===== config.mk =====
export PLATFORM = sky130hd
export DESIGN_NAME = loop_ctr_stack
export DESIGN_NICKNAME = d
export VERILOG_FILES = /design/src/rtl/loop_ctr_stack.sv
export SDC_FILE = /design/constraint.sdc
export NUM_CORES = 1
export LEC_CHECK = 0
export CORE_MARGIN = 5
export CORE_UTILIZATION = 48
export DETAILED_ROUTE_END_ITERATION = 8
export PLACE_DENSITY = 0.7
export SYNTH_ARGS = -nofsm -noshare
export SYNTH_HDL_FRONTEND = slang
export SYNTH_SLANG_ARGS = --single-unit
export TNS_END_PERCENT = 10

===== constraint.sdc =====
create_clock -name clk -period 3.2 [get_ports clk]
set_clock_uncertainty 0.1 [all_clocks]
set_input_delay 0.96 -clock clk [delete_from_list [all_inputs] [get_ports clk]]
set_output_delay 0.96 -clock clk [all_outputs]
set_load 0.005 [all_outputs]

===== src/rtl/loop_ctr_stack.sv =====
`default_nettype none
// ============================================================================
// Module   : loop_ctr_stack
// Brief    : Loadable saturating down-counter with a LIFO of saved counts,
//            used to run nested loops (push outer count / pop to restore).
// Revision : 1.0 - initial release
// ============================================================================
module loop_ctr_stack #(
    parameter int WIDTH = 16,
    parameter int DEPTH = 4,
    localparam int DW = $clog2(DEPTH + 1)
) (
    input  logic             clk,
    input  logic             reset,
    input  logic             load,
    input  logic             push,
    input  logic             pop,
    input  logic             dec,
    input  logic [WIDTH-1:0] load_data,
    output logic [WIDTH-1:0] data_out,
    output logic             zero,
    output logic [DW-1:0]    depth,
    output logic             empty,
    output logic             full,
    output logic             err
);

    localparam int AW = (DEPTH > 1) ? $clog2(DEPTH) : 1;
    localparam logic [DW-1:0] c_DEPTH_MAX = DW'(DEPTH);

    logic [WIDTH-1:0] data_q, data_d;
    logic [DW-1:0]    depth_q, depth_d;
    logic             err_q, err_d;
    logic [WIDTH-1:0] stack_q [DEPTH];

    logic             w_empty;
    logic             w_full;
    logic [DW-1:0]    w_depth_m1;
    logic [AW-1:0]    w_push_idx;
    logic [AW-1:0]    w_pop_idx;
    logic             w_push_ok;

    assign w_empty    = (depth_q == '0);
    assign w_full     = (depth_q == c_DEPTH_MAX);
    assign w_depth_m1 = depth_q - 1'b1;
    // Truncation is safe: push only indexes when depth < DEPTH, pop when depth > 0.
    assign w_push_idx = depth_q[AW-1:0];
    assign w_pop_idx  = w_depth_m1[AW-1:0];
    assign w_push_ok  = push && !w_full;

    always_comb begin
        data_d  = data_q;
        depth_d = depth_q;
        err_d   = err_q;
        if (push) begin
            if (w_full) begin
                err_d = 1'b1;
            end else begin
                data_d  = load_data;
                depth_d = depth_q + 1'b1;
            end
        end else if (pop) begin
            if (w_empty) begin
                err_d = 1'b1;
            end else begin
                data_d  = stack_q[w_pop_idx];
                depth_d = w_depth_m1;
            end
        end else if (load) begin
            data_d = load_data;
        end else if (dec) begin
            if (data_q != '0) begin
                data_d = data_q - 1'b1;
            end
        end
    end

    always_ff @(posedge clk) begin
        if (reset) begin
            data_q  <= '0;
            depth_q <= '0;
            err_q   <= 1'b0;
        end else begin
            data_q  <= data_d;
            depth_q <= depth_d;
            err_q   <= err_d;
        end
    end

    // Stack entries carry no reset; only depth decides which are valid.
    always_ff @(posedge clk) begin
        if (!reset && w_push_ok) begin
            stack_q[w_push_idx] <= data_q;
        end
    end

    assign data_out = data_q;
    assign zero     = (data_q == '0);
    assign depth    = depth_q;
    assign empty    = w_empty;
    assign full     = w_full;
    assign err      = err_q;

endmodule
`default_nettype wire


==> results.md <==
- Largest net degree at the start of global routing: 23
- Cell Pwr Density: roughly 600 nW/um^2
- WP data arrival: between 2 and 2.5 ns
- RD Place Congestion: just over 0.9
- Hpwl dp: a little over 7 mm
- Seq pwr share: between 40% and 50%
- Required time worst endpoint: about 2.1 ns
- Hold Path End: err$_SDFFE_PP0P_
- Starting DRT DRC Count: about 380
- Die ar.: between 10000 and 15000 sq um
- Worst-Skew Late Latency: about 0.36 ns
- Switching share of power: 30.03%
- Final setup fails: 0
- Clock share of power: around 26%
- Mean post-synth cell area: ~14 sq um
- Root buf cell: clkbuf_8
- Antenna viol nets, final: 0
- Mapped Cells: a little under 300
- Starting Density: just under 50%
- F_max: 0.3227 GHz
- Clock Pin Slew Worst Setup and Hold Paths: about 0.090 ns
- Global-route wire length before repair: roughly 16 mm
- #FFs+latches synth: 84
- Core Region: 8093 sq um
- Reg-to-reg slack, setup: between 0.7 and 0.8 ns
- Final hold vios: 0
- Layout Nets: roughly 400
- Fraction of layout cells with a size suffix above 1: a little under a quarter
- Clk buf depth: 2
- RR Startpoint: depth[1]$_SDFFE_PP0P_
- CTS sink cnt: 84
- CTS buffer count: 9
- Drt first pass iters: 5
- DRC viols: 0
- Worst IR drop on VDD: ~0.00032 V
- Row cnt: 33
- Num ports: 45
- Period utilization: ~97%
- Initial antenna violation count: 0
- Vias per std cell: 6.133
- Vias in the first global route: 3008
- Sequential area share after synthesis: roughly 59%
- Slew Viols, Final: 0
- Hold_sp: err$_SDFFE_PP0P_
- Synth top area share: 48.90%
- Area growth syn-to-layout: 25.95%
- H-tree depth: 3
- Slew margin rel.: between 50% and 60%
- Crit path cell chain: or4_1 > nor2_2 > clkdlybuf4s50_1
- CP max FO: 5
- Async SR Flop Fraction: 0%
- Antenna Diode Count: 0
- Commonest non-fill, non-tap cell in the layout: edfxtp_1
- Worst hold slack: approximately 0.36 ns
- Critical path launch point type: flip-flop
- Sw power: 885.0 uW
- CP endpoint kind: primary output
- Vias: around 3000
- Worst hold path type: reg -> reg
- Synth warn: 0
- Input/output buffers: 44
- GRT Total Usage: a little over a fifth
- Chip width: between 100 and 150 um
- Synth top area cells: edfxtp_1 49%, dfxtp_1 10%, mux4_2 9.2%
- Number of max-cap violations: 0
- GRT overflow: 0
- Run status: complete, no violations
- R2R cell count: 10
- CP max stage cell: or4_1
- CTS tree: yes
- Crit Path Class: reg -> out
- Post-Synthesis Cell Area: 3930 sq um
- Mapped Nets: 320
- Final WL: 10.10 mm
- Worst slew pin tran: approximately 0.6 ns
- CTS Hold Bufs: 0
- Hold Path Cell Cnt: 2
- Top FF cell, synth: edfxtp_1
- Routed wire per std cell: between 20 and 25 um
- Internal power: a little over 2000 uW
- Comb power frac: roughly 29%
- Highest-count cells in the layout ignoring fill and taps: 64 x edfxtp_1, 44 x clkdlybuf4s50_1, 40 x buf_4
- Worst path max stage delay: ~0.67 ns
- Tmin final: between 3 and 4 ns
- Setup TNS: 0 ns
- Netlist cell types: 58
- FF-to-FF End: data_out[4]$_SDFFE_PP0P_
- RSZ-0062 raised after global routing: no
- Leak: between 0.0015 and 0.002 uW
- Dominant cell type by area after synthesis: edfxtp_1
- Post-synth EDFFs: between 60 and 70
- Die H: roughly 100 um
[routing by layer]
layer	GRT usage, %	vias up	part of all wire, %
met2	34.00	134	48
met4	9.637	0	2.7
met5	0	-	0
met1	28.74	1475	43
li1	-	1327	-
met3	4.291	26	6.5
[Yosys cell counts, types with 3 or more instances]
cell type	instances
edfxtp_1	64
o41ai_1	6
clkbuf_1	8
a221o_1	3
nand4_1	3
a31oi_1	3
nand3_1	5
and3_1	4
o221ai_1	3
ha_1	7
nand2b_1	3
a21oi_1	19
o21ai_0	10
mux4_2	16
inv_1	10
xnor2_1	3
dfxtp_1	20
nor2_1	23
o211ai_1	5
nand2_1	12
buf_2	3
nor3_1	8
[metrics by stage]
stage	util (%)	cells	area, sq um	total power, uW	setup WS, ns
floorplan	-	291	3930	1837	0.2702
global placement	58.66	467	4747	2192	0.1729
detailed placement	58.66	467	4747	2208	0.1462
CTS	61.12	483	4946	2963	0.03604
global route	61.16	483	4950	3094	0.01245
finish	61.16	483	4950	2948	0.1015
[worst max-delay path, delay by kind of cell (launching register included)]
family | cells | cell delay [ns]
AND/OR/NAND/NOR | 2 | 0.84
buffers and inverters | 1 | 0.51
flip-flops | 1 | 0.32
[power by group through the flow]
stage | clock, uW | combinational (uW) | sequential [uW]
global route | 822 | 930 | 1340
floorplan | 0 | 459 | 1380
global placement | 0 | 841 | 1350
detailed placement | 0 | 851 | 1360
CTS | 775 | 856 | 1330
finish | 760 | 855 | 1330
[state kept, by name, indices dropped and copies added, names as in the netlist]
signal / cells
err: 1
stack_q: 64
data_out: 16
depth: 3
[worst max-delay path by stage]
stage	cells past startpoint	slack, ns	endpoint	from
after floorplan	10	0.27	data_out[9]$_SDFFE_PP0P_	depth[0]$_SDFFE_PP0P_
after global placement	5	0.17	data_out[8]$_SDFFE_PP0P_	push
after detailed placement	6	0.15	data_out[3]$_SDFFE_PP0P_	push
after CTS	4	0.04	zero	data_out[3]$_SDFFE_PP0P_
after global routing	5	0.01	zero	data_out[11]$_SDFFE_PP0P_
final	3	0.10	zero	data_out[15]$_SDFFE_PP0P_
[timing repair]
item | 4_1_cts | 5_1_grt
setup buffers | 0 | 0
endpoints found under the setup margin | 0 | 1
resized for setup | 0 | 2
[layout make-up]
class | instances | area (sq um)
timing repair buffer | 85 | 760.7
inverter | 10 | 37.54
sequential | 84 | 2323
tap | 105 | 131.4
multi-input combinational | 183 | 1498
fill | 668 | 3143
clock buffer | 9 | 123.9
clock inverter | 7 | 75.07
[logic make-up (layout without fill, tap and decap cells)]
logic type | after synthesis | count (layout) | synth area share, %
AND/OR/NAND/NOR | 80 | 80 | 11.59
adder cells (fa/ha/maj) | 7 | 7 | 2.228
buffers and inverters | 24 | 111 | 2.865
multiplexers | 19 | 19 | 9.997
flip-flops | 84 | 84 | 59.09
XOR/XNOR | 5 | 5 | 1.114
AO/OA/AOI/OAI | 72 | 72 | 13.12
No activity file was read; power rests on OpenSTA's default activity.
